File: src/rtl/demux12_pkg.sv
// demux12_pkg: shared defaults and width helpers for the 1-to-2 demux FIFO block.
// Optional pop statistics are enabled with the DEMUX12_STATS_EN macro (see demux12).
package demux12_pkg;

   localparam int DEF_WIDTH = 32;
   localparam int DEF_DEPTH = 2;

   // Widths for the default depth; instances with another DEPTH use the helpers.
   localparam int PTR_W   = $clog2(DEF_DEPTH);
   localparam int CNT_W   = $clog2(DEF_DEPTH + 1);
   localparam int STATS_W = 16;

   // Pointer width for a given depth; never below one bit.
   function automatic int ptr_width(input int depth);
      return (depth > 1) ? $clog2(depth) : 1;
   endfunction

   // Occupancy counter width: must represent 0..depth inclusive.
   function automatic int cnt_width(input int depth);
      return $clog2(depth + 1);
   endfunction

endpackage

File: src/rtl/demux12_fifo.sv
// demux12_fifo: one output queue of demux12. Registered storage, wrapping
// read/write pointers and an occupancy count that sources full/empty.
// Push is ignored when full and pop is ignored when empty, so callers never
// corrupt the pointers.
module demux12_fifo
   import demux12_pkg::*;
#(
   parameter int WIDTH = DEF_WIDTH,
   parameter int DEPTH = DEF_DEPTH
) (
   input  logic             clk,
   input  logic             rst,
   input  logic             push,
   input  logic [WIDTH-1:0] wdata,
   input  logic             pop,
   output logic             full,
   output logic             empty,
   output logic [WIDTH-1:0] head
);

   localparam int PW = ptr_width(DEPTH);
   localparam int CW = cnt_width(DEPTH);

   logic [WIDTH-1:0] mem [DEPTH];
   logic [PW-1:0]    wr_ptr;
   logic [PW-1:0]    rd_ptr;
   logic [CW-1:0]    count;
   logic             do_push;
   logic             do_pop;

   assign full    = (count == CW'(DEPTH));
   assign empty   = (count == '0);
   assign do_push = push && !full;
   assign do_pop  = pop && !empty;
   assign head    = mem[rd_ptr];

   // Storage write; every entry is cleared on reset so dout reads 0 until refilled.
   always_ff @(posedge clk or posedge rst) begin
      if (rst) begin
         for (int i = 0; i < DEPTH; i++) begin
            mem[i] <= '0;
         end
      end else if (do_push) begin
         mem[wr_ptr] <= wdata;
      end
   end

   // Pointers wrap at DEPTH-1 explicitly, so wrap is correct even at the pointer MSB.
   always_ff @(posedge clk or posedge rst) begin
      if (rst) begin
         wr_ptr <= '0;
         rd_ptr <= '0;
      end else begin
         if (do_push) begin
            wr_ptr <= (wr_ptr == PW'(DEPTH - 1)) ? '0 : wr_ptr + 1'b1;
         end
         if (do_pop) begin
            rd_ptr <= (rd_ptr == PW'(DEPTH - 1)) ? '0 : rd_ptr + 1'b1;
         end
      end
   end

   // Occupancy: simultaneous push and pop leaves the count unchanged.
   always_ff @(posedge clk or posedge rst) begin
      if (rst) begin
         count <= '0;
      end else begin
         case ({do_push, do_pop})
            2'b10:   count <= count + 1'b1;
            2'b01:   count <= count - 1'b1;
            default: count <= count;
         endcase
      end
   end

endmodule

File: src/rtl/demux12.sv
// demux12: steers a valid/ready input stream into one of two output FIFOs
// chosen by sel. One cycle of latency, no combinational din-to-dout path,
// and no pass-through when the selected FIFO is full.
// Optional build macro DEMUX12_STATS_EN adds 16-bit per-output pop counters
// cnt_0/cnt_1; without it those ports do not exist.
module demux12
   import demux12_pkg::*;
#(
   parameter int WIDTH = DEF_WIDTH,
   parameter int DEPTH = DEF_DEPTH
) (
   input  logic               clk,
   input  logic               rst,
   input  logic               sel,
   input  logic [WIDTH-1:0]   din,
   input  logic               din_valid,
   output logic               din_ready,
   output logic [WIDTH-1:0]   dout_0,
   output logic               dout_0_valid,
   input  logic               dout_0_ready,
   output logic [WIDTH-1:0]   dout_1,
   output logic               dout_1_valid,
   input  logic               dout_1_ready
`ifdef DEMUX12_STATS_EN
   ,
   output logic [STATS_W-1:0] cnt_0,
   output logic [STATS_W-1:0] cnt_1
`endif
);

   logic full_0;
   logic full_1;
   logic empty_0;
   logic empty_1;
   logic push_0;
   logic push_1;
   logic pop_0;
   logic pop_1;

   // Ready looks only at the selected FIFO's fullness; a same-cycle pop does not
   // free the slot, which keeps din_ready off any dout_k_ready path.
   always_comb begin
      din_ready = 1'b0;
      push_0    = 1'b0;
      push_1    = 1'b0;
      if (sel) begin
         din_ready = !full_1;
         push_1    = din_valid && !full_1;
      end else begin
         din_ready = !full_0;
         push_0    = din_valid && !full_0;
      end
   end

   assign dout_0_valid = !empty_0;
   assign dout_1_valid = !empty_1;
   assign pop_0        = dout_0_valid && dout_0_ready;
   assign pop_1        = dout_1_valid && dout_1_ready;

   demux12_fifo #(
      .WIDTH (WIDTH),
      .DEPTH (DEPTH)
   ) u_fifo_0 (
      .clk   (clk),
      .rst   (rst),
      .push  (push_0),
      .wdata (din),
      .pop   (pop_0),
      .full  (full_0),
      .empty (empty_0),
      .head  (dout_0)
   );

   demux12_fifo #(
      .WIDTH (WIDTH),
      .DEPTH (DEPTH)
   ) u_fifo_1 (
      .clk   (clk),
      .rst   (rst),
      .push  (push_1),
      .wdata (din),
      .pop   (pop_1),
      .full  (full_1),
      .empty (empty_1),
      .head  (dout_1)
   );

`ifdef DEMUX12_STATS_EN
   // Pop counters wrap naturally at 16 bits.
   always_ff @(posedge clk or posedge rst) begin
      if (rst) begin
         cnt_0 <= '0;
         cnt_1 <= '0;
      end else begin
         if (pop_0) begin
            cnt_0 <= cnt_0 + 1'b1;
         end
         if (pop_1) begin
            cnt_1 <= cnt_1 + 1'b1;
         end
      end
   end
`endif

endmodule

File: config.mk
export PLATFORM = sky130hd
export DESIGN_NAME = demux12
export DESIGN_NICKNAME = d
export VERILOG_FILES = /design/src/rtl/demux12_pkg.sv /design/src/rtl/demux12_fifo.sv /design/src/rtl/demux12.sv
export SDC_FILE = /design/constraint.sdc
export NUM_CORES = 1
export LEC_CHECK = 0
export ABC_AREA = 1
export CAP_MARGIN = 20
export CORE_AREA = 2 2 139 141
export DETAILED_ROUTE_END_ITERATION = 10
export DIE_AREA = 0 0 141 143
export HOLD_SLACK_MARGIN = 0.08
export PLACE_DENSITY = 0.65
export SYNTH_ARGS = -nofsm -noshare
export SYNTH_HDL_FRONTEND = slang
export SYNTH_SLANG_ARGS = --single-unit
File: constraint.sdc
create_clock -name clk -period 4.7 [get_ports clk]
set_clock_uncertainty 0.1 [all_clocks]
set_input_delay 0.705 -clock clk [delete_from_list [all_inputs] [get_ports clk]]
set_output_delay 0.705 -clock clk [all_outputs]
set_load 0.02 [all_outputs]
# Word level (Yosys, flattened, before mapping)
# Cells that the tools add are included.
# op_classes
add_sub_neg	8
magnitude_cmp	6
eq_ne	6
muxes	21
bitwise_logic	4
reduce_logical	18
# ops
cell	count
32-bit 2-to-1 mux	8
64-bit bitwise mux	2
32-bit demux with 1-bit select	2
1-bit logical AND	10
2-bit == test (second input constant)	4
2-bit greater-or-equal comparator (second input constant)	4
1-bit NOT with 2-bit output	4
2-bit case mux with 2 select lines	2
1-bit 2-to-1 mux	7
1-bit adder (second input constant)	4
2-bit by 1-bit adder with 2-bit output (second input constant)	2
2-bit by 1-bit == test with 1-bit output (second input constant)	2
1-bit logical NOT	4
2-bit logical NOT	2
2-bit by 1-bit < comparator with 1-bit output (second input constant)	2
2-bit nonzero test	2
2-bit by 1-bit subtractor with 2-bit output (second input constant)	2
# word_totals
ff_bits	136
word_cells	73

# Longest topological paths before layout
# depth
ltp_word	7
mapped_depth	9
mapped_depth_nobuf	9

# Cells and area by module
# A second synthesis with hierarchy kept.
# hier_totals
hier_cells	854
hier_area_um2	6606.3
# by_module_without_submodules
module	instances	cells_per_inst	area_per_inst_um2	seq_area_each_um2
demux12_fifo	2	419	3271.9	1701.6
demux12	1	16	62.6	0.0

# Worst setup path before layout
# OpenSTA, ideal clock, no wires.
# synth_timing
path_type	in2out
startpoint	input port sel
endpoint	output port din_ready
t_arrival_ns	1.320
setup_slack_ns	2.575
stages	4
cell_sequence	inv_1 a21oi_1 buf_2 or2_2
# synth_via
elab_chain_len	1
# synth_lines
element	line_no	source
start, declared	demux12.sv:14	input logic sel,
1-bit 2-to-1 mux	demux12.sv:46	if (sel) begin
end, declared	demux12.sv:17	output logic din_ready,
# No other way between the ends.

# Worst setup path after layout
# layout_timing
startpoint	register u_fifo_0.rd_ptr
endpoint	output port dout_0[7]
# layout_via
elab_chain_len	4
# layout_lines
element	line_no	source
start, declared	demux12_fifo.sv:26	logic [PW-1:0] rd_ptr;
start signal, assigned	demux12_fifo.sv:58	rd_ptr <= (rd_ptr == PW'(DEPTH - 1)) ? '0 : rd_ptr + 1'b1;
1-bit NOT with 2-bit output (implied by the code)	demux12_fifo.sv:35	assign head = mem[rd_ptr];
32-bit 2-to-1 mux (implied by the code) (3 in series)	demux12_fifo.sv:35	
end, declared	demux12.sv:18	output logic [WIDTH-1:0] dout_0,
# No other way between the ends. The select of a mux whose other input is x is not followed.

==> results.json <==
{
  "status": "finished clean",
  "hpwl_um": 11400,
  "maxSlewViolCount": 0,
  "clk_path_buf_depth": 2,
  "pwr_density_cell_nw_per_um2": 794,
  "critical_path_required_ns": 3.89,
  "synth_area_leaders": "dfrtp_1 (53%), nand2_1 (27%), nand4_1 (13%), clkbuf_1 (2.9%), buf_4 (0.93%)",
  "synth_nets": 870,
  "clk_latency_ns": 0.41,
  "maxCapViolCount": 0,
  "clk_pin_slew_ns": 0.06,
  "fillers": 1805,
  "end_kind": "output port",
  "detail-route-antenna-nets": 0,
  "maxSlewHeadroom_pct": 37.6,
  "rsz0062_at_grt": "false",
  "worst_setup_path_start_kind": "flop",
  "die_h_um": 143,
  "antenna_found_initial": 0,
  "period_minus_slack_ns": 3.62,
  "num_antenna_cells": 0,
  "avgRoutedWirePerCell_um": 16.6,
  "ff_latch_area_um2": 3400,
  "drtIter0Drc": 598,
  "ir_drop_mv": 0.303,
  "cts_tree": "done",
  "p_sw_w": 0.00269,
  "post-route-drc-count": 0,
  "synth_fa_ha_area_share_pct": 0.389,
  "path_class": "reg -> out",
  "yosysTopAreaCell": "dfrtp_1",
  "drt_first_pass_iters": 7,
  "layout_commonest_cell": "nand2_1",
  "multi_input_area_um2": 2690,
  "yosysWarningCount": 0,
  "ys_types": 15,
  "drive_above_1_share_pct": 5.59,
  "combinationalPowerShare_pct": 46.7,
  "hold_path_class": "reg -> reg",
  "synth_compound_area_share_pct": 0.156,
  "cpPeakStageDelay_ns": 0.63,
  "synth_xor_area_share_pct": 0.817,
  "power_leakage_nw": 4.26,
  "hold_buffers": 0,
  "synthMuxAreaShare_pct": 0,
  "fin_nets": 940,
  "totalWireLength_um": 19100,
  "cts_made_buffers": 17,
  "p_int_w": 0.00388,
  "seq_power_share_pct": 30.7,
  "syn_area_per_cell_um2": 7.75,
  "hold_viol_final": 0,
  "grtUsageTotal_pct": 19.3,
  "layout_worst_path_cycle_share_pct": 76.9,
  "post_cts_buffers": 0,
  "ys_ff_latch": 136,
  "setup-tns-final_ns": 0,
  "worstHoldPathCells": 2,
  "place_area_um2": 7620,
  "cp_max_fo": 33,
  "timing.rr.start": "u_fifo_1.count[0]",
  "arrival_ns": 2.81,
  "root_buffer": "clkbuf_16",
  "dieArea_um2": 20200,
  "start_util_pct": 34.6,
  "port_buffers": 104,
  "timing.rr.end": "u_fifo_1.count[1]",
  "num_rows": 50,
  "avgViaCountPerCell": 5.14,
  "grt_pass1_vias": 5524,
  "synth-seq-area-share_pct": 52.9,
  "gp_congestion": 0.825,
  "crit_chain": "buf_4 -> clkinv_1 -> buf_4 -> nand2_1 -> nand2_1 -> clkdlybuf4s50_1",
  "clockPowerShare_pct": 22.5,
  "syn_to_final_growth_pct": 28.7,
  "core_area_um2": 18600,
  "dr_total_vias": 5895,
  "syn-cell-area_um2": 6430,
  "reg2reg_depth": 8,
  "synth_top_family_by_area": "simple AND/OR/NAND/NOR gates",
  "cts_num_sinks": 136,
  "sw_frac_of_total_pct": 40.9,
  "grt_pass1_wl_um": 30700,
  "synthSimpleGateAreaFrac_pct": 40.2,
  "stdcell_area_um2": 8280,
  "die_width_um": 141,
  "mostFrequentLayoutCells": "nand2_1 (464), dfrtp_1 (136), nand4_1 (132)",
  "worstMarginPinSlew_ns": 0.935,
  "finalSetupViolations": 0,
  "synth_cells": 830,
  "htreeDepth": 4,
  "grt_overflow_total": 0,
  "ctsResizeCount": 0,
  "min_from": "u_fifo_0.mem[14]",
  "ios": 105,
  "synth.top_cell.area_share_pct": 52.9,
  "timing.fmax_mhz": 277,
  "crit_path_top_delay_cell": "clkinv_1",
  "min_to": "u_fifo_0.mem[14]",
  "grt_max_degree": 73,
  "r2r_setup_slack_ns": 2.44
}
worst max path at each step:
stage,from,endpoint,cells after the start
global placement,u_fifo_0.rd_ptr,dout_0[22],6
finish,u_fifo_0.rd_ptr,dout_0[7],6
floorplan,rst,u_fifo_0.count[0],1
CTS,u_fifo_0.rd_ptr,dout_0[7],6
global route,u_fifo_0.rd_ptr,dout_0[30],6
detailed placement,u_fifo_0.rd_ptr,dout_0[7],6
state kept, by name, indices dropped and copies added, names as in the netlist:
name             flops
u_fifo_0.rd_ptr      1
u_fifo_1.mem        64
u_fifo_0.count       2
u_fifo_1.count       2
u_fifo_1.rd_ptr      1
u_fifo_0.mem        64
u_fifo_0.wr_ptr      1
u_fifo_1.wr_ptr      1
logic make-up (layout without fill, tap and decap cells):
family	Yosys count	count (layout)
xor+xnor	6	6
compound gates	2	2
buf+inv	85	168
fa+ha+maj	2	2
simple gates	599	599
flops	136	136
power by group through the flow:
stage	clock, W	combinational (W)	sequential, W
final	0.00148	0.00307	0.00202
after global routing	0.00154	0.00339	0.00208
after CTS	0.00150	0.00311	0.00201
after detailed placement	0	0.00309	0.00202
after global placement	0	0.00306	0.00201
after floorplan	0	0.00187	0.00194
worst max-delay path, delay by kind of cell, from the launching register on:
family                 cells  cell delay, ns
flip-flops                 1            0.32
buffers and inverters      4            1.94
AND/OR/NAND/NOR            2            0.12
synth_stat cells (all sizes together):
cell type / n
xnor2: 2
xor2: 4
a21oi: 2
nand3: 2
dfrtp: 136
nand4: 132
or2: 1
clkbuf: 50
nand2: 464
inv: 14
buf: 19
ha: 2
clkinv: 2
routing by layer:
metal  track usage, %  wire length, um
met1             29.3             9330
met4             6.21              333
met5                0                0
met3             3.55             1000
met2             28.0             8410
layout make-up:
cell class	instances	share of cell area, %
Clock inverter	11	2.34
Timing Repair Buffer	120	14.1
Tap cell	234	3.54
Multi-Input combinational cell	609	32.5
Clock buffer	21	5.56
Inverter	16	0.756
Sequential cell	136	41.1
per-stage QoR:
| stage | setup slack (ns) | cells | power [W] | utilization, % | hold slack, ns |
|---|---|---|---|---|---|
| after floorplan | 0.256 | 830 | 0.00382 | - | 0.349 |
| after global placement | 1.57 | 1115 | 0.00507 | 41.0 | 0.362 |
| after detailed placement | 1.48 | 1115 | 0.00511 | 41.0 | 0.366 |
| after CTS | 1.05 | 1147 | 0.00662 | 44.6 | 0.382 |
| after global routing | 0.913 | 1147 | 0.00701 | 44.6 | 0.394 |
| final | 1.08 | 1147 | 0.00657 | 44.6 | 0.376 |
(Power assumes the default switching activity.)
